File: src/rtl/prime_scan.sv
// ---------------------------------------------------------------------------
// prime_scan
//
// Sequential candidate generator feeding the 5-bit prime detector path.
// A run sweeps the inclusive range [lo, hi], evaluating one candidate per
// clock. Every prime found is pushed into a small FIFO. The FIFO is drained
// over a valid/ready stream.
//
// Parameters
//   DEPTH        FIFO entries (power of two, >= 2), default 4
//
// Ports
//   clk          in   1  single clock, rising edge
//   rst_n        in   1  synchronous active-low reset
//   start        in   1  begin a run (only looked at in IDLE)
//   lo           in   5  first candidate, captured with start
//   hi           in   5  last candidate (inclusive), captured with start
//   out_valid    out  1  FIFO holds at least one prime
//   out_ready    in   1  consumer takes out_data this cycle
//   out_data     out  5  oldest buffered prime, 0 while out_valid=0
//   busy         out  1  high in SCAN and DRAIN
//   done         out  1  one-cycle pulse at the end of a run
//   prime_count  out  4  primes pushed in the current or last run
//
// Configuration macro
//   PRIME_SCAN_COUNT_EN  when defined, prime_count is a live counter;
//                        otherwise the counter is not built and
//                        prime_count reads 4'd0.
// ---------------------------------------------------------------------------
module prime_scan #(
    parameter int DEPTH = 4
) (
    input  logic       clk,
    input  logic       rst_n,
    input  logic       start,
    input  logic [4:0] lo,
    input  logic [4:0] hi,
    output logic       out_valid,
    input  logic       out_ready,
    output logic [4:0] out_data,
    output logic       busy,
    output logic       done,
    output logic [3:0] prime_count
);

    // Pointer width and occupancy width (occupancy must be able to hold DEPTH).
    localparam int AW = $clog2(DEPTH);
    localparam int CW = AW + 1;

    localparam logic [AW-1:0] PTR_ONE   = AW'(1);
    localparam logic [CW-1:0] CNT_ONE   = CW'(1);
    localparam logic [CW-1:0] CNT_FULL  = CW'(DEPTH);
    localparam logic [CW-1:0] CNT_EMPTY = CW'(0);

    typedef enum logic [1:0] {
        ST_IDLE  = 2'd0,
        ST_SCAN  = 2'd1,
        ST_DRAIN = 2'd2,
        ST_DONE  = 2'd3
    } state_t;

    // -----------------------------------------------------------------------
    // Primality of a 5-bit value: the fixed set {2,3,5,7,11,13,17,19,23,29,31}.
    // -----------------------------------------------------------------------
    function automatic logic is_prime5(input logic [4:0] v);
        logic r;
        case (v)
            5'd2, 5'd3, 5'd5, 5'd7, 5'd11, 5'd13,
            5'd17, 5'd19, 5'd23, 5'd29, 5'd31: r = 1'b1;
            default:                           r = 1'b0;
        endcase
        return r;
    endfunction

    // -----------------------------------------------------------------------
    // State
    // -----------------------------------------------------------------------
    state_t         state_q, state_d;
    logic [4:0]     cand_q,  cand_d;
    logic [4:0]     hi_q,    hi_d;

    logic [4:0]     mem_q [DEPTH];
    logic [AW-1:0]  wr_ptr_q, wr_ptr_d;
    logic [AW-1:0]  rd_ptr_q, rd_ptr_d;
    logic [CW-1:0]  count_q,  count_d;

    logic           cand_prime_s;
    logic           full_s;
    logic           empty_s;
    logic           push_s;
    logic           pop_s;

    // FIFO status is judged on registered occupancy only, so a pop in the
    // same cycle never frees a slot for a push in that cycle.
    assign full_s       = (count_q == CNT_FULL);
    assign empty_s      = (count_q == CNT_EMPTY);
    assign pop_s        = (!empty_s) && out_ready;
    assign cand_prime_s = is_prime5(cand_q);

    // Next-state logic for the scan FSM, candidate and captured bound.
    always_comb begin
        state_d = state_q;
        cand_d  = cand_q;
        hi_d    = hi_q;
        push_s  = 1'b0;
        case (state_q)
            ST_IDLE: begin
                if (start) begin
                    cand_d = lo;
                    hi_d   = hi;
                    // An inverted range has nothing to scan; finish via DRAIN.
                    if (lo <= hi) begin
                        state_d = ST_SCAN;
                    end else begin
                        state_d = ST_DRAIN;
                    end
                end else begin
                    state_d = ST_IDLE;
                end
            end
            ST_SCAN: begin
                if (cand_prime_s && full_s) begin
                    // Backpressure: hold the prime candidate until a slot opens.
                    state_d = ST_SCAN;
                end else begin
                    push_s = cand_prime_s;
                    // Equality test so hi=31 terminates without wrapping cand.
                    if (cand_q == hi_q) begin
                        state_d = ST_DRAIN;
                    end else begin
                        cand_d  = cand_q + 5'd1;
                        state_d = ST_SCAN;
                    end
                end
            end
            ST_DRAIN: begin
                if (empty_s) begin
                    state_d = ST_DONE;
                end else begin
                    state_d = ST_DRAIN;
                end
            end
            ST_DONE: begin
                state_d = ST_IDLE;
            end
            default: begin
                state_d = ST_IDLE;
            end
        endcase
    end

    // FSM, candidate and bound registers.
    always_ff @(posedge clk) begin
        if (!rst_n) begin
            state_q <= ST_IDLE;
            cand_q  <= 5'd0;
            hi_q    <= 5'd0;
        end else begin
            state_q <= state_d;
            cand_q  <= cand_d;
            hi_q    <= hi_d;
        end
    end

    // FIFO pointer and occupancy next-state; pointers wrap naturally at DEPTH.
    always_comb begin
        wr_ptr_d = wr_ptr_q;
        rd_ptr_d = rd_ptr_q;
        count_d  = count_q;
        if (push_s) begin
            wr_ptr_d = wr_ptr_q + PTR_ONE;
        end else begin
            wr_ptr_d = wr_ptr_q;
        end
        if (pop_s) begin
            rd_ptr_d = rd_ptr_q + PTR_ONE;
        end else begin
            rd_ptr_d = rd_ptr_q;
        end
        case ({push_s, pop_s})
            2'b10:   count_d = count_q + CNT_ONE;
            2'b01:   count_d = count_q - CNT_ONE;
            default: count_d = count_q;
        endcase
    end

    // FIFO pointer and occupancy registers.
    always_ff @(posedge clk) begin
        if (!rst_n) begin
            wr_ptr_q <= '0;
            rd_ptr_q <= '0;
            count_q  <= '0;
        end else begin
            wr_ptr_q <= wr_ptr_d;
            rd_ptr_q <= rd_ptr_d;
            count_q  <= count_d;
        end
    end

    // FIFO storage; cleared on reset so stale primes never leak out.
    always_ff @(posedge clk) begin
        if (!rst_n) begin
            for (int i = 0; i < DEPTH; i++) begin
                mem_q[i] <= 5'd0;
            end
        end else if (push_s) begin
            mem_q[wr_ptr_q] <= cand_q;
        end else begin
            mem_q[wr_ptr_q] <= mem_q[wr_ptr_q];
        end
    end

    // Outputs are decoded straight from registered state.
    assign out_valid = !empty_s;
    assign out_data  = empty_s ? 5'd0 : mem_q[rd_ptr_q];
    assign busy      = (state_q == ST_SCAN) || (state_q == ST_DRAIN);
    assign done      = (state_q == ST_DONE);

`ifdef PRIME_SCAN_COUNT_EN
    logic [3:0] pcount_q, pcount_d;
    logic       start_acc_s;

    assign start_acc_s = (state_q == ST_IDLE) && start;

    // Run counter: cleared on an accepted start, bumped on each push,
    // otherwise held so the last run's total stays visible.
    always_comb begin
        pcount_d = pcount_q;
        if (start_acc_s) begin
            pcount_d = 4'd0;
        end else if (push_s) begin
            pcount_d = pcount_q + 4'd1;
        end else begin
            pcount_d = pcount_q;
        end
    end

    // Run counter register.
    always_ff @(posedge clk) begin
        if (!rst_n) begin
            pcount_q <= 4'd0;
        end else begin
            pcount_q <= pcount_d;
        end
    end

    assign prime_count = pcount_q;
`else
    assign prime_count = 4'd0;
`endif

endmodule

File: config.mk
export PLATFORM = sky130hd
export DESIGN_NAME = prime_scan
export DESIGN_NICKNAME = d
export VERILOG_FILES = /design/src/rtl/prime_scan.sv
export SDC_FILE = /design/constraint.sdc
export NUM_CORES = 1
export LEC_CHECK = 0
export BUFFER_PORTS_ARGS = -buffer_cell sky130_fd_sc_hd__buf_4
export CAP_MARGIN = 20
export CORE_MARGIN = 2
export CORE_UTILIZATION = 40
export DETAILED_ROUTE_END_ITERATION = 7
export SYNTH_ARGS = -nofsm -noshare
export SYNTH_HDL_FRONTEND = slang
export SYNTH_SLANG_ARGS = --single-unit
File: constraint.sdc
create_clock -name clk -period 2.3 [get_ports clk]
set_input_delay 0.115 -clock clk [delete_from_list [all_inputs] [get_ports clk]]
set_output_delay 0.115 -clock clk [all_outputs]
set_load 0.005 [all_outputs]
# ---- Word level (Yosys, flattened, before mapping)
# Memory sizes are Yosys's and may differ from the RTL's. A register that Yosys moved wholly into a read port is not among the register bits.
# Index checks and enable logic that the tools add are counted.
dict set report op_classes {
  muxes 29
  reduce_logical 12
  n_bitwise 1
  add_sub_neg 5
  n_lt_le_gt_ge 1
  eq_ne 11
}
# operator n
set op_table {}
lappend op_table {{2-to-1 mux 5 bit} 8}
lappend op_table {{2-to-1 mux 2 bit} 7}
lappend op_table {{2-to-1 mux 1 bit} 11}
lappend op_table {{case mux 5 bit (2 select lines)} 1}
lappend op_table {{case mux 2 bit (4 select lines)} 1}
lappend op_table {{equality test 2 bit, second input constant} 3}
lappend op_table {{!= test 2 bit, second input constant} 3}
lappend op_table {{case mux 3 bit (2 select lines)} 1}
lappend op_table {{adder 5 x 1 -> 5 bit, second input constant} 1}
lappend op_table {{equality test 5 bit} 1}
lappend op_table {{less-or-equal comparator 5 bit} 1}
lappend op_table {{OR reduction 5 bit} 1}
lappend op_table {{adder 2 x 1 -> 2 bit, second input constant} 2}
lappend op_table {{equality test 2 x 1 -> 1 bit, second input constant} 2}
lappend op_table {{AND reduction 2 bit} 2}
lappend op_table {{AND reduction 4 bit} 1}
lappend op_table {{nonzero test 2 bit} 2}
lappend op_table {{adder 3 x 1 -> 3 bit, second input constant} 1}
lappend op_table {{equality test 3 bit, second input constant} 1}
lappend op_table {{zero test 3 bit} 1}
lappend op_table {{subtractor 3 x 1 -> 3 bit, second input constant} 1}
lappend op_table {{logical AND 1 bit} 2}
lappend op_table {{zero test 2 bit} 1}
lappend op_table {{zero test 1 bit} 1}
lappend op_table {{other kinds (3)} 3}
dict set report word_totals {
  memories 2
  reg_bits 19
  wordCells 67
  mem_bits_rw 20
  romBits 32
}
# memory words word_bits read_ports rd_ports_with_merged_regs wr line
set mem_list {}
lappend mem_list {{(name not given)} 32 1 1 1 0 67} ;# case (v)
lappend mem_list {mem_q 4 5 1 1 4 82} ;# logic [4:0] mem_q [DEPTH];

# ---- Logic depth before layout (Yosys ltp)
dict set report depth {
  word_depth 11
  depth_mapped 11
  depth_no_buf 10
}

# ---- Worst setup path after synthesis
# OpenSTA, ideal clock, no wires.
dict set report synth_path {
  path_type {reg-to-reg}
  from {register state_q[1]}
  to {register count_q[2]}
  n_path_buf 1
  setup_time_ns 0.073
  t_required_ns 2.227
  path_stages_with_launch 12
  setup_slack_ns -0.060
  arrival_time_ns 2.287
  path_cell_list {dfxtp_1 -> inv_1 -> ha_1 -> clkbuf_1 -> and3_1 -> inv_2 -> ha_1 -> inv_1 -> fa_1 -> xor2_1 -> or3_1 -> a21oi_1}
}
dict set report synth_between {
  elab_chain_cells 4
  elab_cells_between_ends 6
  classes_between {3 x eq/ne; 2 x mux; 1 x reduce/logical}
}
# element line
set synth_lines {}
lappend synth_lines {{from (decl)} 78} ;# state_t state_q, state_d;
lappend synth_lines {{from (signal assigned)} 159} ;# state_q <= state_d;
lappend synth_lines {{equality test 2 x 1 -> 1 bit *} 106} ;# case (state_q)
lappend synth_lines {{2-to-1 mux 1 bit *} 106}
lappend synth_lines {{equality test 2 x 1 -> 1 bit or equality test 2 bit (tied branches)} 180} ;# case ({push_s, pop_s})
lappend synth_lines {{case mux 3 bit (2 select lines) or nonzero test 2 bit (tied branches)} n/a}
lappend synth_lines {{to (signal assigned)} 196} ;# count_q <= count_d;
lappend synth_lines {{to (decl)} 85} ;# logic [CW-1:0] count_q, count_d;
# Mark *: on every way between the ends. The rest lies on a longest branch, timed or not.
# A chain may end at the register's enable or synchronous reset.

# ---- Worst setup path in the final report
dict set report layout_path {
  from {register state_q[0]}
  to {register cand_prime_s (netlist name)}
}
dict set report layout_between {
  elab_chain_cells 5
  elab_cells_between_ends 10
  classes_between {4 x eq/ne; 3 x mux; 3 x reduce/logical}
}
# element line
set layout_lines {}
lappend layout_lines {{equality test 2 x 1 -> 1 bit or zero test 2 bit (tied branches)} 106}
lappend layout_lines {{!= test 2 bit (no source line) or nonzero test 2 bit (tied branches)} n/a}
lappend layout_lines {{AND reduction 4 bit (no source line)} n/a}
lappend layout_lines {{2-to-1 mux 5 bit (no source line) * (2 in series)} n/a}
# Marks and branches as above.

==> qor.txt <==
RUN STATUS
----------------------------------------------------------------------------------------
Status                                                                         completed

SYNTHESIS
----------------------------------------------------------------------------------------
Ys flop type                                                                sky130_fd_sc_hd__dfxtp_1
Gate Count Post-Synth                                                                236
Biggest area contributors in the synthesized netlist                        sky130_fd_sc_hd__edfxtp_1 25%, sky130_fd_sc_hd__dfxtp_1 19%, sky130_fd_sc_hd__ha_1 6.4%, sky130_fd_sc_hd__mux4_2 4.8%, sky130_fd_sc_hd__nor2_1 4.3%
Cell type with the largest total area after synthesis                       sky130_fd_sc_hd__edfxtp_1
Synth unique cells                                                                    52
Number of synthesized flops with an enable pin                                        20
Synthesis-stage register bit count                                                    42
Share of synthesized registers carrying an async set or reset                         0%
Cell Area, Synth                                                                2360 um2
Share of the synthesized area in the top cell type                                 25.5%
Synthesis warning total                                                                0
Syn Area/Cell                                                                   9.98 um2
Sequential-to-total area share from yosys stat                                     44.2%

GRT
----------------------------------------------------------------------------------------
Number of antenna violations at the first check in global routing                      0
Wire length of the first global-routing pass                                     7690 um
Total congestion overflow after global routing                                         0
Largest net degree at the start of global routing                                     19
Number of global-route vias before repair                                          1,646
Overall global routing resource usage                                              15.7%

POWER AND IR DROP
----------------------------------------------------------------------------------------
Power density normalized to cell area                                         672 nW/um2
Leakage                                                                       0.00113 uW
Total power after layout                                                         1880 uW
Largest vdd supply drop                                                         0.388 mV

CELLS AND AREA
----------------------------------------------------------------------------------------
Area of all placed cells without fillers                                        2800 um2
Most common cell after layout, fill and taps aside                          sky130_fd_sc_hd__buf_4
Area overhead of the layout relative to synthesis                                  18.9%
NumNets Final                                                                        296
Filler Cells Inserted                                                                549
Number of standard cells in the final layout excluding fillers                       342
Most frequent cells in the layout                                           33 x sky130_fd_sc_hd__buf_4, 27 x sky130_fd_sc_hd__nor2_1, 21 x sky130_fd_sc_hd__dfxtp_1
Antenna cell count                                                                     0
Fraction of final layout cells with drive strength greater than 1                  23.3%

DIE
----------------------------------------------------------------------------------------
Die Outline Area                                                                6520 um2
Floorplan die width                                                              80.7 um
Cell Rows                                                                             27
Initial Utilization                                                                42.0%
Die Y-Extent                                                                     80.7 um
IO Count                                                                              26
Core area                                                                       5610 um2

DRT
----------------------------------------------------------------------------------------
Detailed-router iteration count before antenna repair                                  4
Post-detailed-route DRC marker count                                                   0
Vias                                                                               1,715
Post-Route WL                                                                    4730 um
Violation count after the first detailed-route iteration                              57
Via density                                                                         5.01
Remaining number of nets flagged by the antenna check after routing                    0
Routed length per placed instance                                                13.8 um

CRITICAL PATH
----------------------------------------------------------------------------------------
Destination of the worst register-to-register timing path                   cand_prime_s
Crit path arrival time                                                           2.41 ns
Critical Path Sink                                                          cand_prime_s
CP Launch Type                                                                 flip-flop
Kind of end point of the critical path                                         flip-flop
Depth of the worst register-to-register path                                           9
Setup slack of the most critical reg-to-reg path                                 0.12 ns
Endpoint required time on the critical path                                      2.54 ns
Class of the most critical setup path                                         reg -> reg
R2r startpoint                                                                state_q[0]
Crit path max fanout                                                                   5
Beginning of the critical path                                                state_q[0]

STA
----------------------------------------------------------------------------------------
Final critical-path required period                                              2.18 ns
Portion of the clock cycle consumed by the worst path in the final layout          94.6%
Final number of setup-violating endpoints                                              0
Worst setup margin                                                              0.123 ns
Final-layout worst hold slack                                                  0.0862 ns
Max Fclk                                                                         459 MHz
Fin. Hold Viols                                                                        0
Remaining max-slew budget at the tightest pin                                      59.9%
Maximum clock skew at final layout                                            0.00670 ns
Transition time at the pin with the least slew margin                           0.594 ns
Final Max Slew Viols                                                                   0

PLACE
----------------------------------------------------------------------------------------
RePlAce Congestion                                                                 0.826
Setup slack at placement                                                       0.0931 ns
Dpl cells                                                                            334
Port Buffers                                                                          21
Instance area at placement                                                      2660 um2
Detailed Place HPWL                                                              3590 um

CTS
----------------------------------------------------------------------------------------
Clock root buffer                                                           sky130_fd_sc_hd__clkbuf_8
Post-CTS Setup Bufs                                                                    0
Clock latency at the later pin of the worst-skew pair                            0.30 ns
Inserted Clock Buffers                                                                 5
Hold-fix buffer count after cts                                                        0
CTS tree                                                                           built
Number of H-tree branching levels                                                      2
Sink count of the clock tree                                                          42
Buffers from clock root to sink, at most                                               2
Clock slew at reported path FFs                                                  0.09 ns
Resize count post-CTS                                                                  0

MIN PATH
----------------------------------------------------------------------------------------
Hold crit path type                                                            in -> reg

RUN
----------------------------------------------------------------------------------------
Max Cap Violations                                                                     0

through the flow:
stage	setup TNS [ns]	util, %
after floorplan	0	-
after global placement	0	47.3
after detailed placement	0	47.3
after CTS	0	49.3
after global routing	-0.00761	49.9
final	0	49.9
metal layers:
metal / up-vias / GRT usage [%] / wire [um] / share of wire [%]
li1: 881 / - / - / -
met2: 35 / 27.3 / 2300 / 49
met1: 791 / 19.2 / 2200 / 46
met3: 8 / 2.78 / 155 / 3.3
met4: 0 / 6.27 / 75 / 1.6
met5: - / 0 / 0 / 0
cells in the mapped netlist, drive strengths merged (2+ instances only):
cell,count
clkbuf,4
nor2,27
and2,14
o21ai,5
xor2,8
a211oi,3
nand3,15
nand2,20
edfxtp,20
o22ai,4
dfxtp,22
mux2i,3
a21oi,10
ha,12
inv,20
mux4,5
or2,2
o21a,3
o32a,2
xnor2,3
nor4,2
nand2b,4
buf,6
cell families (layout without fill, tap and decap cells):
logic type               count (synthesis)  count (layout)  share of synthesized area (%)
XOR/XNOR                                11              11                           4.41
AO/OA/AOI/OAI                           37              37                           11.8
flip-flops                              42              42                           44.2
buffers and inverters                   31              62                           5.68
other                                    1               4                          0.159
multiplexers                             9               9                           6.53
adder cells (fa/ha/maj)                 13              13                           7.22
AND/OR/NAND/NOR                         92              92                           20.0
area by class of cell:
type	count	area, um2	area share [%]
Inverter	21	78.8	2.82
Timing Repair Buffer	33	248	8.85
Clock inverter	2	37.5	1.34
Tap cell	72	90.1	3.22
Clock buffer	6	72.6	2.59
Multi-Input combinational cell	166	1230	44.0
Sequential cell	42	1040	37.2
worst min-delay path by stage:
stage / from / endpoint / slack [ns] / depth (start not counted)
after floorplan: hi[0] / hi_q[0] / 0.26 / 2
after global placement: hi[2] / hi_q[2] / 0.40 / 3
after detailed placement: hi[2] / hi_q[2] / 0.40 / 3
after CTS: hi[2] / hi_q[2] / 0.08 / 3
after global routing: hi[4] / hi_q[4] / 0.11 / 3
final: hi[2] / hi_q[2] / 0.09 / 3
registers in the layout, summed over array words and instances, names as in the netlist, named ones only:
name	cells
hi_q	5
rd_ptr_q	2
cand_q	5
mem_q	20
wr_ptr_q	2
state_q	2
count_q	3
cand_prime_s	1
critical path, stage by stage (launching register included):
cell	delay, ns
sky130_fd_sc_hd__dfxtp_1	0.38
sky130_fd_sc_hd__inv_1	0.10
sky130_fd_sc_hd__ha_1	0.24
sky130_fd_sc_hd__mux2i_2	0.19
sky130_fd_sc_hd__nand2b_1	0.23
sky130_fd_sc_hd__or2_1	0.25
sky130_fd_sc_hd__o221ai_1	0.33
sky130_fd_sc_hd__o211ai_1	0.15
sky130_fd_sc_hd__o31a_1	0.14
sky130_fd_sc_hd__o22ai_2	0.11
power by group:
| part | switching, uW | total [uW] | internal [uW] |
|---|---|---|---|
| Sequential | 45.0 | 873 | 828 |
| Clock | 266 | 590 | 324 |
| Combinational | 214 | 420 | 206 |
| Total | 525 | 1880 | 1360 |
Note: power is estimated with default switching activity, not from simulation.
